File: config.mk
export PLATFORM = sky130hd
export DESIGN_NAME = scalar_divide_seq
export DESIGN_NICKNAME = d
export VERILOG_FILES = /design/src/rtl/scalar_divide_seq.sv
export SDC_FILE = /design/constraint.sdc
export NUM_CORES = 2
export LEC_CHECK = 0
export ABC_AREA = 1
export BUFFER_PORTS_ARGS = -buffer_cell sky130_fd_sc_hd__buf_4
export CORE_UTILIZATION = 24
export CTS_BUF_LIST = sky130_fd_sc_hd__clkbuf_2
export DETAILED_ROUTE_END_ITERATION = 16
export RECOVER_POWER = 25
export SYNTH_ARGS = -nofsm -noshare
export SYNTH_HDL_FRONTEND = slang
export SYNTH_SLANG_ARGS = --single-unit
File: constraint.sdc
create_clock -name clk -period 30.6 [get_ports clk]
set_input_delay 6.12 -clock clk [delete_from_list [all_inputs] [get_ports clk]]
set_output_delay 6.12 -clock clk [all_outputs]
set_load 0.005 [all_outputs]
File: src/rtl/scalar_divide_seq.sv
// Sequential complex-matrix-by-scalar divider: LANES restoring dividers process
// the real/imag components group by group, then hold the quotient matrix for an AXI-Stream handshake.
module scalar_divide_seq #(
    parameter int MAT_WIDTH    = 4,
    parameter int MAT_HEIGHT   = 4,
    parameter int ELEMENT_SIZE = 32,
    parameter int LANES        = 4
) (
    input  logic                                         clk,
    input  logic                                         reset_n,
    input  logic [MAT_WIDTH*MAT_HEIGHT*ELEMENT_SIZE-1:0] s_axis_tdata,
    input  logic                                         s_axis_tvalid,
    input  logic                                         s_axis_tlast,
    input  logic                                         s_axis_tuser,
    output logic                                         s_axis_tready,
    input  logic [ELEMENT_SIZE/2-1:0]                    divisor,
    output logic [MAT_WIDTH*MAT_HEIGHT*ELEMENT_SIZE-1:0] m_axis_tdata,
    output logic                                         m_axis_tvalid,
    output logic                                         m_axis_tlast,
    output logic                                         m_axis_tuser,
    input  logic                                         m_axis_tready,
    output logic                                         div_err
);

    localparam int N  = MAT_WIDTH * MAT_HEIGHT;
    localparam int C  = ELEMENT_SIZE / 2;
    localparam int DW = N * ELEMENT_SIZE;
    localparam int G  = (2 * N) / LANES;
    localparam int BW = (C > 1) ? $clog2(C) : 1;
    localparam int GW = $clog2(G + 1);

    localparam logic [BW-1:0] LAST_BIT = BW'(C - 1);
    localparam logic [GW-1:0] GRP_END  = GW'(G);
    localparam logic [C-1:0]  Q_MAX    = {1'b0, {(C-1){1'b1}}};
    localparam logic [C-1:0]  Q_MIN    = {1'b1, {(C-1){1'b0}}};

    typedef enum logic [1:0] {
        IDLE,
        DIVIDE,
        OUTPUT
    } state_e;

    state_e          state_q, state_d;
    logic            ready_q;
    logic [BW-1:0]   bit_q;
    logic [GW-1:0]   grp_q;
    logic            err_q;
    logic            tlast_q, tuser_q;
    logic [DW-1:0]   din_q;
    logic [C-1:0]    dsr_q;
    logic [DW-1:0]   res_q;
    logic [C-1:0]    rem_q [LANES];
    logic [C-1:0]    quo_q [LANES];

    logic [DW-1:0]   m_tdata_q;
    logic            m_tlast_q, m_tuser_q, m_err_q;

    logic            accept, step, last_bit, load_out;
    logic [GW-1:0]   grp_sel;
    logic [C-1:0]    dsr_mag;
    logic [C-1:0]    a_val   [LANES];
    logic [C-1:0]    a_mag   [LANES];
    logic [C-1:0]    rem_src [LANES];
    logic [C-1:0]    quo_src [LANES];
    logic [C:0]      trial   [LANES];
    logic [C-1:0]    rem_nx  [LANES];
    logic [C-1:0]    quo_nx  [LANES];
    logic [C-1:0]    lane_res[LANES];
    logic [LANES-1:0] lane_err;

    assign accept   = (state_q == IDLE) && ready_q && s_axis_tvalid;
    assign step     = (state_q == DIVIDE) && (grp_q != GRP_END);
    assign last_bit = (bit_q == LAST_BIT);
    // The extra DIVIDE cycle with grp_q == G publishes the finished matrix.
    assign load_out = (state_q == DIVIDE) && (grp_q == GRP_END);

    // NOTE: every signal assigned in an always_comb gets a default first so no latch is inferred.
    always_comb begin
        state_d = state_q;
        unique case (state_q)
            IDLE:    if (accept)        state_d = DIVIDE;
            DIVIDE:  if (load_out)      state_d = OUTPUT;
            OUTPUT:  if (m_axis_tready) state_d = IDLE;
            default:                    state_d = IDLE;
        endcase
    end

    always_comb begin
        dsr_mag = dsr_q[C-1] ? (-dsr_q) : dsr_q;
        grp_sel = (grp_q == GRP_END) ? '0 : grp_q;
        lane_err = '0;
        for (int l = 0; l < LANES; l++) begin
            a_val[l]   = din_q[(int'(grp_sel) * LANES + l) * C +: C];
            a_mag[l]   = a_val[l][C-1] ? (-a_val[l]) : a_val[l];
            // Bit 0 of a group starts from the raw operand instead of the lane registers.
            rem_src[l] = (bit_q == '0) ? '0 : rem_q[l];
            quo_src[l] = (bit_q == '0) ? a_mag[l] : quo_q[l];
            trial[l]   = {rem_src[l], quo_src[l][C-1]};
            if (trial[l] >= {1'b0, dsr_mag}) begin
                rem_nx[l] = C'(trial[l] - {1'b0, dsr_mag});
                quo_nx[l] = {quo_src[l][C-2:0], 1'b1};
            end else begin
                rem_nx[l] = trial[l][C-1:0];
                quo_nx[l] = {quo_src[l][C-2:0], 1'b0};
            end

            lane_res[l] = (a_val[l][C-1] ^ dsr_q[C-1]) ? (-quo_nx[l]) : quo_nx[l];
            if (dsr_q == '0) begin
                lane_res[l] = a_val[l][C-1] ? Q_MIN : Q_MAX;
                lane_err[l] = 1'b1;
            end else if ((quo_nx[l] == Q_MIN) && !(a_val[l][C-1] ^ dsr_q[C-1])) begin
                lane_res[l] = Q_MAX;
                lane_err[l] = 1'b1;
            end
        end
    end

    // NOTE: sequential state uses non-blocking assignments only, so every register samples pre-edge values.
    always_ff @(posedge clk or negedge reset_n) begin
        if (!reset_n) begin
            state_q   <= IDLE;
            ready_q   <= 1'b0;
            bit_q     <= '0;
            grp_q     <= '0;
            err_q     <= 1'b0;
            tlast_q   <= 1'b0;
            tuser_q   <= 1'b0;
            m_tdata_q <= '0;
            m_tlast_q <= 1'b0;
            m_tuser_q <= 1'b0;
            m_err_q   <= 1'b0;
        end else begin
            state_q <= state_d;
            ready_q <= (state_d == IDLE);
            if (accept) begin
                bit_q   <= '0;
                grp_q   <= '0;
                err_q   <= 1'b0;
                tlast_q <= s_axis_tlast;
                tuser_q <= s_axis_tuser;
            end else if (step) begin
                if (last_bit) begin
                    bit_q <= '0;
                    grp_q <= grp_q + 1'b1;
                    err_q <= err_q | (|lane_err);
                end else begin
                    bit_q <= bit_q + 1'b1;
                end
            end
            if (load_out) begin
                m_tdata_q <= res_q;
                m_tlast_q <= tlast_q;
                m_tuser_q <= tuser_q;
                m_err_q   <= err_q;
            end
        end
    end

    // NOTE: pure datapath storage is left unreset; control never consumes it before it is loaded.
    always_ff @(posedge clk) begin
        if (accept) begin
            din_q <= s_axis_tdata;
            dsr_q <= divisor;
        end
        if (step) begin
            for (int l = 0; l < LANES; l++) begin
                rem_q[l] <= rem_nx[l];
                quo_q[l] <= quo_nx[l];
                if (last_bit) begin
                    res_q[(int'(grp_q) * LANES + l) * C +: C] <= lane_res[l];
                end
            end
        end
    end

    assign s_axis_tready = ready_q;
    assign m_axis_tvalid = (state_q == OUTPUT);
    assign m_axis_tdata  = m_tdata_q;
    assign m_axis_tlast  = m_tlast_q;
    assign m_axis_tuser  = m_tuser_q;
    assign div_err       = m_err_q;

endmodule

==> results_tabular.tex <==
\begin{tabular}{lr}
\hline
Metric & Value \\
\hline
\multicolumn{2}{l}{\textbf{Clock tree}} \\
\quad Total setup buffers inserted after CTS & 0 \\
\quad Latest clock arrival within the worst-skew pair & 1.87 ns \\
\quad Root buffer selected by CTS & clkbuf\_2 \\
\quad TritonCTS buffer count & 455 \\
\quad CTS sink count & 1697 \\
\quad Worst-path clk slew & 0.12 ns \\
\quad Buffer levels on the longest clock path & 4 \\
\quad CTS H-tree lvls & 5 \\
\quad Number of cells upsized or downsized after cts & 0 \\
\quad Clock tree from TritonCTS & yes \\
\quad Post-CTS Hold Buffers & 0 \\
\multicolumn{2}{l}{\textbf{Critical path}} \\
\quad Maximum fanout along the worst path & 175 \\
\quad Critical path origin & grp\_q[0] \\
\quad Critical path endpoint & m\_axis\_tdata[267] \\
\quad Kind of start point of the critical path & register \\
\quad Critical R2R Capture & m\_axis\_tdata[267] \\
\quad Worst Path Class, Setup & reg2reg \\
\quad RR Startpoint & grp\_q[0] \\
\quad Length in cells of the worst reg-to-reg path & 10 \\
\quad Critical Path RT & 32.15 ns \\
\quad Critical path capture point type & register \\
\quad Data arrival time of the critical path & 19.99 ns \\
\quad Reg-to-reg setup timing slack & 12.16 ns \\
\multicolumn{2}{l}{\textbf{Outcome}} \\
\quad Violations in the final reports & max-capacitance violations, max-slew violations \\
\quad Result of the run & finished with violations \\
\multicolumn{2}{l}{\textbf{Yosys}} \\
\quad Summed instance area of the synthesized netlist & 74000 sq um \\
\quad Cell type contributing the most total cell area after synthesis & edfxtp\_1 \\
\quad Number of flops mapped to enable cells by yosys & 1168 \\
\quad Leading register cell type out of synthesis & edfxtp\_1 \\
\quad Synthesis-stage register bit count & 1697 \\
\quad Ys async rst share & 31.2\% \\
\quad Syn avg cell area & 10.0 sq um \\
\quad Portion of synthesized cell area occupied by the leading cell type & 47.4\% \\
\quad Synthesized netlist cell count & 7378 \\
\quad Net count after synthesis & 8000 \\
\quad Number of warning messages in the yosys log & 0 \\
\quad Unique masters post-synth & 58 \\
\quad Sequential share of the synthesized area & 65.2\% \\
\quad Cells taking the most area after synthesis & edfxtp\_1 47\%, dfrtp\_1 18\%, nand2\_1 14\%, nor2\_1 3.4\%, nand3\_1 2.8\% \\
\multicolumn{2}{l}{\textbf{Routing}} \\
\quad Detailed-route wire length & 309 mm \\
\quad Number of optimization iterations in the first detailed-route pass & 6 \\
\quad Detail Route Antenna Nets & 0 \\
\quad Avg Vias per Cell & 4.46 \\
\quad Routed wirelength normalized by instance count & 23.6 microns \\
\quad DR iter-0 viols & 5280 \\
\quad \# DRC & 0 \\
\quad DR vias & 58400 \\
\multicolumn{2}{l}{\textbf{Timing}} \\
\quad Minimum clock period & 18.44 ns \\
\quad Final count of hold timing violations & 0 \\
\quad Final count of pins violating max slew & 1019 \\
\quad Final worst path period share & 60.3\% \\
\quad RSZ-0062 raised after global routing & no \\
\quad Total setup violations reported at the end of the flow & 0 \\
\quad Max Clk Rate & 54.2 MHz \\
\quad Worst slew margin relative to its limit & -450\% \\
\quad Final worst clock skew & 0.262 ns \\
\quad Final TNS setup & 0 ns \\
\quad Transition time of the tightest slew-check pin & 8.25 ns \\
\multicolumn{2}{l}{\textbf{GRT}} \\
\quad Wire length of the first global-routing pass & 422 mm \\
\quad Total grt overflow & 0 \\
\quad GRT Resource Usage Total & 19.3\% \\
\quad Number of antenna violations at the first check in global routing & 68 \\
\quad Largest net degree at the start of global routing & 182 \\
\quad Number of global-route vias before repair & 55900 \\
\multicolumn{2}{l}{\textbf{Final layout}} \\
\quad Design area & 90100 sq um \\
\quad Number of nets in the layout & 9212 \\
\quad Fill cell instance count of the final layout & 32700 \\
\quad Highest-count cells in the layout ignoring fill and taps & 2789 x nand2\_1, 1168 x edfxtp\_1, 727 x buf\_4, 715 x clkbuf\_2, 654 x nor2\_1 \\
\quad Share of post-route cells with drive strength above 1 & 22.8\% \\
\quad Most common cell after layout, fill and taps aside & nand2\_1 \\
\quad Area added between synthesis and finish & 21.6\% \\
\multicolumn{2}{l}{\textbf{Floorplanning}} \\
\quad Number of top-level pins & 1051 \\
\quad Die span in y & 557 microns \\
\quad Core footprint & 306000 sq um \\
\quad Number of placement rows & 203 \\
\quad Horizontal die dimension & 557 microns \\
\quad Initial Util & 24.2\% \\
\quad Die area & 311000 sq um \\
\multicolumn{2}{l}{\textbf{Placed design}} \\
\quad Post-DP Area & 86200 sq um \\
\quad DP Wirelength & 226 mm \\
\quad Count of input and output buffers & 1050 \\
\quad Global placer's final weighted congestion & 0.942 \\
\multicolumn{2}{l}{\textbf{Power and ir drop}} \\
\quad Power density over cell area & 113 nW/um\^{}2 \\
\quad Reported leakage power & 40.3 nW \\
\quad Worst-case vdd ir drop & 0.0732 mV \\
\multicolumn{2}{l}{\textbf{Run}} \\
\quad Reported max-cap violation count & 21 \\
\multicolumn{2}{l}{\textbf{Hold path}} \\
\quad Worst min-delay path class & reg2reg \\
\hline
\end{tabular}
[logic make-up (layout without fill, tap and decap cells)]
group | after synthesis | after routing | share of synthesized area, %
DFF | 1697 | 1697 | 65.2
muxes | 2 | 2 | 0.0270
xor gates and xnor gates | 97 | 97 | 1.15
adders and majority gates | 88 | 88 | 1.53
AOI/OAI and AO/OA | 471 | 471 | 3.41
other | 0 | 31 | 0
buffers and inverters | 775 | 2356 | 4.46
and+or+nand+nor | 4248 | 4248 | 24.2
[state kept, by name, summed over array words and instances, names as in the netlist, 2 cells and up]
name and count:
m_axis_tdata 512, rem_q 64, dsr_q 16, res_q 512
state_q 2, bit_q 4, quo_q 64, grp_q 4
din_q 512
[where the power goes]
part / switching, W / internal, W
registers: 0.000327 / 0.00314
logic: 0.00360 / 0.00146
clock network: 0.00103 / 0.000652
total: 0.00496 / 0.00526
[through the flow]
step / instances / setup slack, ns / total power [W] / utilization (%) / hold slack, ns
finish: 13100 / 12.16 / 0.0102 / 29.4 / 0.351
global route: 13100 / 10.92 / 0.0109 / 29.4 / 0.354
CTS: 13100 / 20.29 / 0.0103 / 29.5 / 0.335
detailed placement: 12200 / 18.53 / 0.00860 / 28.1 / 0.431
global placement: 12200 / 18.63 / 0.00856 / 28.1 / 0.429
floorplan: 7378 / 12.72 / 0.00622 / - / 0.425
[critical path, cell delays in order, from the launching register on]
cell	delay, ns
dfrtp_1	1.35
clkinvlp_2	2.52
ha_1	1.16
nand3_1	0.94
nor2_1	0.82
clkinvlp_2	2.80
clkbuf_1	5.86
buf_4	1.43
buf_4	0.72
nand2_1	0.12
nand2_1	0.10
[how the worst min path moves through the flow]
stage               startpoint                end  cells past startpoint
floorplan             res_q[0]    m_axis_tdata[0]                      2
global placement    res_q[220]  m_axis_tdata[220]                      2
detailed placement   res_q[96]   m_axis_tdata[96]                      2
CTS                 res_q[226]  m_axis_tdata[226]                      2
global route        res_q[226]  m_axis_tdata[226]                      2
finish              res_q[163]  m_axis_tdata[163]                      2
[area by class of cell]
type	instances	area (sq um)	share of cell area, %
Inverter	398	1520	1.68
Tap cell	4100	5130	5.70
Clock inverter	111	667	0.740
Multi-Input combinational cell	4906	22600	25.0
Sequential cell	1697	48300	53.6
Antenna cell	31	77.6	0.0861
Timing Repair Buffer	1132	8230	9.14
Clock buffer	715	3580	3.97
[metal layers]
layer	part of all wire [%]	global-route usage, %	up-vias
met1	41	24.1	28100
met2	45	30.8	2689
met5	0.033	0	-
met3	8.3	4.63	571
li1	-	-	27100
met4	5.4	9.76	16
[synthesized netlist by cell type (all sizes together), types with 3 or more instances]
cell type / number
o21bai: 18
a221o: 5
a21oi: 218
xor2: 49
nor4: 11
nand4: 102
edfxtp: 1168
ha: 84
buf: 156
nor2: 685
xnor2: 48
and2: 4
inv: 390
o21ai: 203
nand2: 2834
nand3b: 26
a31oi: 3
o22ai: 7
nor3: 104
nand3: 433
clkinv: 8
o211ai: 3
a221oi: 5
dfrtp: 529
clkbuf: 221
or2: 46
fa: 4
Power figures use the tool's default switching activity.
